$ cat config.mk
export PLATFORM = sky130hd
export DESIGN_NAME = muldiv_unit
export DESIGN_NICKNAME = d
export VERILOG_FILES = /design/src/rtl/muldiv_unit.sv
export SDC_FILE = /design/constraint.sdc
export NUM_CORES = 2
export LEC_CHECK = 0
export ABC_CLOCK_PERIOD_IN_PS = 9550
export BUFFER_PORTS_ARGS = -buffer_cell sky130_fd_sc_hd__clkbuf_2
export CAP_MARGIN = 10
export CORE_ASPECT_RATIO = 0.6
export CORE_UTILIZATION = 45
export CTS_BUF_LIST = sky130_fd_sc_hd__clkbuf_8 sky130_fd_sc_hd__clkbuf_16
export DETAILED_ROUTE_END_ITERATION = 12
export PLACE_DENSITY = 0.74
export SLEW_MARGIN = 10
export SYNTH_ARGS = -nofsm -noshare
export SYNTH_HDL_FRONTEND = slang
export SYNTH_SLANG_ARGS = --single-unit
$ cat constraint.sdc
create_clock -name clk -period 9.55 [get_ports clk]
set_input_delay 0.4775 -clock clk [delete_from_list [all_inputs] [get_ports clk]]
set_output_delay 0.4775 -clock clk [all_outputs]
set_load 0.02 [all_outputs]
$ cat src/rtl/muldiv_unit.sv
`default_nettype none
// ============================================================================
//  Module      : muldiv_unit
//  Description : Multi-cycle multiply/divide unit with HI/LO, MADD/MSUB,
//                restoring divider, flush/cancel and a completion pulse.
//  Revision    : 1.0 - initial release
// ============================================================================
module muldiv_unit #(
    parameter int WIDTH      = 32,
    parameter int MUL_CYCLES = 5
) (
    input  logic             clk,
    input  logic             reset,
    input  logic             start,
    input  logic [2:0]       op,
    input  logic [WIDTH-1:0] a,
    input  logic [WIDTH-1:0] b,
    input  logic             flush,
    output logic             busy,
    output logic             done,
    output logic [WIDTH-1:0] hi,
    output logic [WIDTH-1:0] lo
);

    localparam logic [2:0] c_OP_MULT  = 3'b000;
    localparam logic [2:0] c_OP_MULTU = 3'b001;
    localparam logic [2:0] c_OP_DIV   = 3'b010;
    localparam logic [2:0] c_OP_DIVU  = 3'b011;
    localparam logic [2:0] c_OP_MADD  = 3'b100;
    localparam logic [2:0] c_OP_MSUB  = 3'b101;
    localparam logic [2:0] c_OP_MTHI  = 3'b110;
    localparam logic [2:0] c_OP_MTLO  = 3'b111;

    localparam int c_CNT_MAX = (WIDTH > MUL_CYCLES) ? WIDTH : MUL_CYCLES;
    localparam int c_CNT_W   = $clog2(c_CNT_MAX + 1);
    localparam logic [c_CNT_W-1:0] c_CNT_ONE = c_CNT_W'(1);

    typedef enum logic [1:0] {
        S_IDLE = 2'd0,
        S_MUL  = 2'd1,
        S_DIV  = 2'd2,
        S_FIX  = 2'd3
    } state_t;

    state_t               r_state, w_next;
    logic [c_CNT_W-1:0]   r_cnt;
    logic [2:0]           r_op;
    logic [WIDTH-1:0]     r_a, r_b, r_rem, r_quo, r_hi, r_lo;
    logic                 r_neg_q, r_neg_r, r_dvz, r_done;
    logic                 w_commit, w_accept, w_op_mul, w_op_div;

    assign w_accept = start && !flush && (r_state == S_IDLE);
    assign w_op_mul = (op == c_OP_MULT) || (op == c_OP_MULTU) ||
                      (op == c_OP_MADD) || (op == c_OP_MSUB);
    assign w_op_div = (op == c_OP_DIV) || (op == c_OP_DIVU);

    // Divider works on magnitudes; signs are restored in FIX
    logic             w_a_neg, w_b_neg;
    logic [WIDTH-1:0] w_a_mag, w_b_mag;
    assign w_a_neg = (op == c_OP_DIV) && a[WIDTH-1];
    assign w_b_neg = (op == c_OP_DIV) && b[WIDTH-1];
    assign w_a_mag = w_a_neg ? -a : a;
    assign w_b_mag = w_b_neg ? -b : b;

    logic [WIDTH:0]   w_shift, w_diff;
    logic             w_ge;
    assign w_shift = {r_rem, r_quo[WIDTH-1]};
    assign w_diff  = w_shift - {1'b0, r_b};
    assign w_ge    = !w_diff[WIDTH];

    logic [WIDTH-1:0] w_q_fin, w_r_fin;
    assign w_q_fin = r_neg_q ? -r_quo : r_quo;
    assign w_r_fin = r_neg_r ? -r_rem : r_rem;

    // Product evaluated once at completion from the captured operands
    logic                      w_mul_sgn;
    logic signed [2*WIDTH+1:0] w_ma_x, w_mb_x, w_prod;
    logic [2*WIDTH-1:0]        w_acc, w_mul_res;
    assign w_mul_sgn = (r_op != c_OP_MULTU);
    assign w_ma_x    = {{(WIDTH+2){w_mul_sgn & r_a[WIDTH-1]}}, r_a};
    assign w_mb_x    = {{(WIDTH+2){w_mul_sgn & r_b[WIDTH-1]}}, r_b};
    assign w_prod    = w_ma_x * w_mb_x;
    assign w_acc     = {r_hi, r_lo};

    always_comb begin
        w_mul_res = w_prod[2*WIDTH-1:0];
        if (r_op == c_OP_MADD)
            w_mul_res = w_acc + w_prod[2*WIDTH-1:0];
        else if (r_op == c_OP_MSUB)
            w_mul_res = w_acc - w_prod[2*WIDTH-1:0];
    end

    always_comb begin
        w_next   = r_state;
        w_commit = 1'b0;
        case (r_state)
            S_IDLE: begin
                if (w_accept && w_op_mul)
                    w_next = S_MUL;
                else if (w_accept && w_op_div)
                    w_next = S_DIV;
            end
            S_MUL: begin
                if (flush)
                    w_next = S_IDLE;
                else if (r_cnt == c_CNT_ONE) begin
                    w_next   = S_IDLE;
                    w_commit = 1'b1;
                end
            end
            S_DIV: begin
                if (flush)
                    w_next = S_IDLE;
                else if (r_cnt == c_CNT_ONE)
                    w_next = S_FIX;
            end
            S_FIX: begin
                w_next   = S_IDLE;
                w_commit = !flush;
            end
            default: w_next = S_IDLE;
        endcase
    end

    always_ff @(posedge clk) begin
        if (!reset) begin
            r_state <= S_IDLE;
            r_cnt   <= '0;
            r_op    <= '0;
            r_a     <= '0;
            r_b     <= '0;
            r_rem   <= '0;
            r_quo   <= '0;
            r_neg_q <= 1'b0;
            r_neg_r <= 1'b0;
            r_dvz   <= 1'b0;
            r_done  <= 1'b0;
            r_hi    <= '0;
            r_lo    <= '0;
        end else begin
            r_state <= w_next;
            r_done  <= w_commit;
            case (r_state)
                S_IDLE: begin
                    if (w_accept) begin
                        r_op  <= op;
                        r_dvz <= (b == '0);
                        if (w_op_mul) begin
                            r_a   <= a;
                            r_b   <= b;
                            r_cnt <= c_CNT_W'(MUL_CYCLES);
                        end else if (w_op_div) begin
                            r_b     <= w_b_mag;
                            r_quo   <= w_a_mag;
                            r_rem   <= '0;
                            r_neg_q <= w_a_neg ^ w_b_neg;
                            r_neg_r <= w_a_neg;
                            r_cnt   <= c_CNT_W'(WIDTH);
                        end else if (op == c_OP_MTHI) begin
                            r_hi <= a;
                        end else if (op == c_OP_MTLO) begin
                            r_lo <= a;
                        end
                    end
                end
                S_MUL: begin
                    r_cnt <= r_cnt - c_CNT_ONE;
                    if (w_commit)
                        {r_hi, r_lo} <= w_mul_res;
                end
                S_DIV: begin
                    r_cnt <= r_cnt - c_CNT_ONE;
                    r_rem <= w_ge ? w_diff[WIDTH-1:0] : w_shift[WIDTH-1:0];
                    r_quo <= {r_quo[WIDTH-2:0], w_ge};
                end
                S_FIX: begin
                    if (w_commit && !r_dvz)
                        {r_hi, r_lo} <= {w_r_fin, w_q_fin};
                end
                default: ;
            endcase
        end
    end

    assign busy = (r_state != S_IDLE);
    assign done = r_done;
    assign hi   = r_hi;
    assign lo   = r_lo;

endmodule
`default_nettype wire

* Yosys cells after proc, flatten, opt, wreduce, memory -nomap -nowiden
Index checks and enable logic that the tools add are counted.
Storage, ports and cells: RAM bits 0, input port bits 71, word-level logic and storage cells 131, memories kept 0, output and inout port bits 66, latch bits 0, ROM bits 0, bits in registers 207
Operators by class: $add $sub $neg 8, reduce and logical (&&, ||, !) cells 32, shifts and indexed selects 0, bitwise gates (word level) 4, muxes and demuxes 46, divide/modulo/power cells 0, $lt $le $gt $ge 0, $mul 1, equal/unequal tests 27
Operators with widths (number):
- 32-bit 2-to-1 mux | 26
- 32-bit one-hot mux with 3 select lines | 2
- 64-bit 2-to-1 mux | 2
- 32-bit negation | 4
- 32-bit one-hot mux with 2 select lines | 2
- 64-bit adder | 1
- 33-bit by 33-bit multiplier with 64-bit output | 1
- 64-bit subtractor | 1
- 33-bit by 32-bit subtractor with 33-bit output | 1
- 32-bit logical NOT | 1
- 3-bit equality test (second input constant) | 6
- 6-bit 2-to-1 mux | 3
- 2-bit inequality test (second input constant) | 7
- 2-bit 2-to-1 mux | 6
- 6-bit one-hot mux with 2 select lines | 1
- 3-bit AND reduction | 4
- 3-bit inequality test (second input constant) | 3
- 2-bit one-hot mux with 4 select lines | 1
- 4-bit AND reduction | 2
- 8-bit AND reduction | 1
- 2-bit nonzero test | 4
- 1-bit logical AND | 7
- 7-bit AND reduction | 1
- 3-bit by 2-bit equality test with 1-bit output (second input constant) | 2
- other kinds (19) | 29

* Longest topological paths before layout
word-level depth 8, mapped depth 45, gate-level depth less buffers 41

* Worst setup path before layout
No wires, ideal clock.
path kind reg2reg, start reg r_op[0], end reg r_hi[29], in the netlist hi[29], required time 9429 ps, slack -731 ps, cell stages (with the launch flop) 42, clock period less this slack 10281 ps, setup time 121 ps, arrival time 10160 ps, buffers on the path 4, cell sequence dfxtp_1 inv_1 clkbuf_1 or3_1 and2_1 clkbuf_1 nand2_1 inv_1 fa_1 inv_1 fa_1 inv_1 fa_1 fa_1 inv_1 fa_1 fa_1 fa_1 [... 6 more ...] and2_1 nand2_1 o21bai_1 xnor2_1 inv_1 ha_1 clkbuf_1 and3_1 or3b_2 nor2_1 a311oi_1 o21ai_0 a221o_1 o21a_1 o21a_1 or4_1 and3_1 o2bb2ai_1
On the way: word-level cells in the longest chain between the ends 8, elaborated cells between the ends (all ways) 12, classes of those cells 2 x add/sub; 1 x mul; 3 x eq/ne; 4 x mux; 2 x bitwise
Ends and longest elaborated chain:
- start: declaration | RTL line 47 | logic [2:0] r_op;
- start signal: assignment | RTL line 146 | r_op <= op;
- 3-bit by 1-bit inequality test with 1-bit output | RTL line 79 | assign w_mul_sgn = (r_op != c_OP_MULTU);
- 1-bit AND, on equally long branches | RTL line 80, 81
- 33-bit by 33-bit multiplier with 64-bit output | RTL line 82 | assign w_prod = w_ma_x * w_mb_x;
- 64-bit subtractor | RTL line 90 | w_mul_res = w_acc - w_prod[2*WIDTH-1:0];
- 64-bit 2-to-1 mux | RTL line 89 | else if (r_op == c_OP_MSUB)
- 64-bit 2-to-1 mux (*) | RTL line 87 | if (r_op == c_OP_MADD)
- 32-bit 2-to-1 mux (*) | RTL line 168 | if (w_commit)
- 32-bit one-hot mux with 3 select lines (*) | RTL line 143 | case (r_state)
- end signal: assignment | RTL line 169 | {r_hi, r_lo} <= w_mul_res;
- end signal: assignment | RTL line 178 | {r_hi, r_lo} <= {w_r_fin, w_q_fin};
- end: declaration | RTL line 48 | logic [WIDTH-1:0] r_a, r_b, r_rem, r_quo, r_hi, r_lo;
Every way passes the cells marked *; elsewhere a longest branch is shown, timed or not. The select of a mux whose other input is x is not followed. A chain may end at the register's enable or synchronous reset.

* Worst setup path after layout
start reg r_op[0], end reg r_hi[31], in the netlist hi[31]
The elaborated chain is that of the path after synthesis.

==> metrics <==
CTS root buf clkbuf_16; hold buffer count at cts 0; Area contributors post-synth fa_1 (38%), inv_1 (8.1%), ha_1 (8.1%), nand2_1 (7.4%), dfxtp_1 (7.0%); Placer Congestion 1.019; Post-synth top flop dfxtp_1; die area 132700 um2; worst setup margin -0.7128 ns; first-pass GRT wire length 354600 um; WS Path Type reg -> reg; Critical Path Sink hi[31]; die width 469.7 um; failing checks negative setup slack; worst r2r src r_op[0]; MaxCap Viol Count 0; routed vias/inst 5.706; Sw Pwr 8.328 mW; DR vias 56460; warnings from Yosys 0; CP startpoint kind flop; vias in the first global route 55893; clock sink total 207; Worst-path clk slew 0.07 ns; grt ovf 0; final hold violation count 0; sequential fraction of the synthesis area 7.017%; layout cell share with drive strength beyond 1 23.92%; gr usage total 35.38%; DRT iter0 DRCs 6117; DP HPWL 193600 um; CTS tree done; combinational share of power 82.6%; Initial Util 45.59%; Slowest-stage cell, CP fa_1; Synth top area share 38.24%; crit share post-route 107.5%; DRT Pass-1 Iters 7; CP max stage delay 0.54 ns; f_max 97.44 MHz; initial antenna violation count 16; syn_area_per_cell 8.205 um2; Post-synth top cells inv_1 (1279), nand2_1 (1168), fa_1 (1128), clkbuf_1 (401), ha_1 (381); worst-margin pin slew 1.118 ns; Worst Path Max Fanout 6; worst hold path type in -> reg; # nets final 9721; Area Growth Syn to Fin 26.89%; fin cells 9895; Post-synth EDFFs 0; clock skew 0.05041 ns; Critical Path End Type flop; Sw Share 52.71%; LEAKAGE 33.63 nW; crit path DAT 10.78 ns; Critical Path Start r_op[0]; Design Power 15.80 mW; status finished, violations left; clk buf depth 3; Core Area 129500 um2; CTS buffer count 30; Antenna Nets Post-Route 0; Port Buffers 136; internal power 7.472 mW; FF-to-FF End hi[31]; Slew Limit Headroom 24.75%; Clock power frac 8.6%; R2R Setup Slk -0.71 ns; pre-CTS setup slack -1.399 ns; DRC Markers 0; pin count of the biggest net entering global routing 69; RSZ-0062 raised after global routing yes; Post-Syn Area 59050 um2; Mapped Cells 7197; r2r worst-path depth 41; Req. time, crit path 10.06 ns; fin util 57.85%; H-tree depth 1; most frequent cell after synthesis inv_1; count of boundary I/O pins 137; Cell variety after synth 91; power per cell area 210.9 nW/um2; fin. max-slew vios 0; top cell type by total area after synthesis fa_1; WL/cell 23.85 um; Sequential Power Share 8.8%; Die H 282.6 um; Hold Crit Depth 2; Yosys reg bits 207; WL final 236000 um; final setup violation count 28; Core Rows 102; VDD IR max 0.2349 mV; Tmin final 10.26 ns; Inst Count DP 9702; CP most frequent cell fa_1; async set-reset flop share out of synthesis 0%; clk_lat worst skew 0.66 ns; syn_nets 8777
area by class of cell:
class | instances | area (um2)
Tap cell | 1716 | 2147
Inverter | 1283 | 4847
Antenna cell | 14 | 35.03
Sequential cell | 207 | 4194
Fill cell | 11411 | 54600
Timing Repair Buffer | 1335 | 10710
Clock inverter | 23 | 322.8
Multi-Input combinational cell | 5284 | 51880
Clock buffer | 33 | 792.0
critical path: cells and delay by family, from the launching register on:
family | cells | cell delay [ns]
buffers and inverters | 12 | 0.91
AND/OR/NAND/NOR | 13 | 2.96
multiplexers | 1 | 0.25
adder cells (fa/ha/maj) | 10 | 4.57
AO/OA/AOI/OAI | 4 | 0.77
XOR/XNOR | 1 | 0.31
flip-flops | 1 | 0.34
sequential cells by signal, summed over array words and instances, names as in the netlist:
register and count:
hi 32, lo 32, r_a 32, r_b 32
r_quo 32, r_rem 32, r_cnt 6, r_op 3
r_state 2, done 1, r_dvz 1, r_neg_q 1
r_neg_r 1
worst min path at each step:
stage	from	to	slack, ns
2_1_floorplan	r_cnt[1]	r_cnt[1]	0.46
3_3_place_gp	r_quo[13]	r_quo[13]	0.48
3_5_place_dp	r_quo[13]	r_quo[13]	0.49
4_1_cts	flush	done	0.14
5_1_grt	flush	done	0.15
6_report	flush	done	0.16
metal layers:
metal / track usage [%] / vias up / part of all wire, %
met5: 0 / - / 0.011
met4: 8.996 / 4 / 3.0
met3: 8.476 / 379 / 12
met2: 50.71 / 2986 / 41
met1: 52.93 / 28365 / 44
li1: - / 24726 / -
cells in the final DEF (no fill, tap or decap), drive strengths merged, types with 32 or more instances in the layout:
master,synthesis,routed
mux2i,47,47
buf,22,1199
nor2b,34,34
o31ai,70,70
clkbuf,401,169
a31oi,37,37
nand2,1169,1169
nor3,69,69
nand3,80,80
nor4,32,32
o21bai,55,55
a221oi,47,47
a211oi,56,56
fa,1128,1128
and3,49,49
a21oi,348,348
xor2,88,88
a21boi,40,40
dfxtp,207,207
o21ai,308,308
xnor2,175,175
or3,49,49
inv,1280,1284
nand4,36,36
o211ai,38,38
a21o,74,74
nor2,272,272
and2,293,293
ha,381,381
metrics by stage:
step / setup TNS [ns] / hold WS, ns / instance area [um2]
after global routing: -21.70 / 0.1510 / 74920
after detailed placement: -28.27 / 0.4926 / 69240
final: -12.52 / 0.1568 / 74930
after CTS: -9.989 / 0.1362 / 73220
after floorplan: -0.1285 / 0.4580 / 59400
after global placement: -24.66 / 0.4805 / 69240
power groups by stage:
stage	clock (mW)	sequential (mW)	combinational, mW
after floorplan	0	1.35	4.93
after global placement	0	1.38	10.5
after detailed placement	0	1.38	10.5
after CTS	1.36	1.38	11.8
after global routing	1.39	1.41	13.7
final	1.36	1.40	13.0
cells by family after synthesis:
group | after synthesis | share of synthesized area (%)
AOI/OAI and AO/OA | 1293 | 14.25
xor gates and xnor gates | 263 | 3.932
adders and majority gates | 1509 | 46.31
buffers and inverters | 1706 | 10.88
DFF | 207 | 7.017
muxes | 49 | 0.8348
and+or+nand+nor | 2170 | 16.78
repair_timing:
item | in CTS | in global routing
gates resized for setup | 474 | 297
buffers inserted | 95 | 49
setup endpoints to repair | 37 | 38
pin swaps | 226 | 180
No activity file was read; power rests on OpenSTA's default activity.
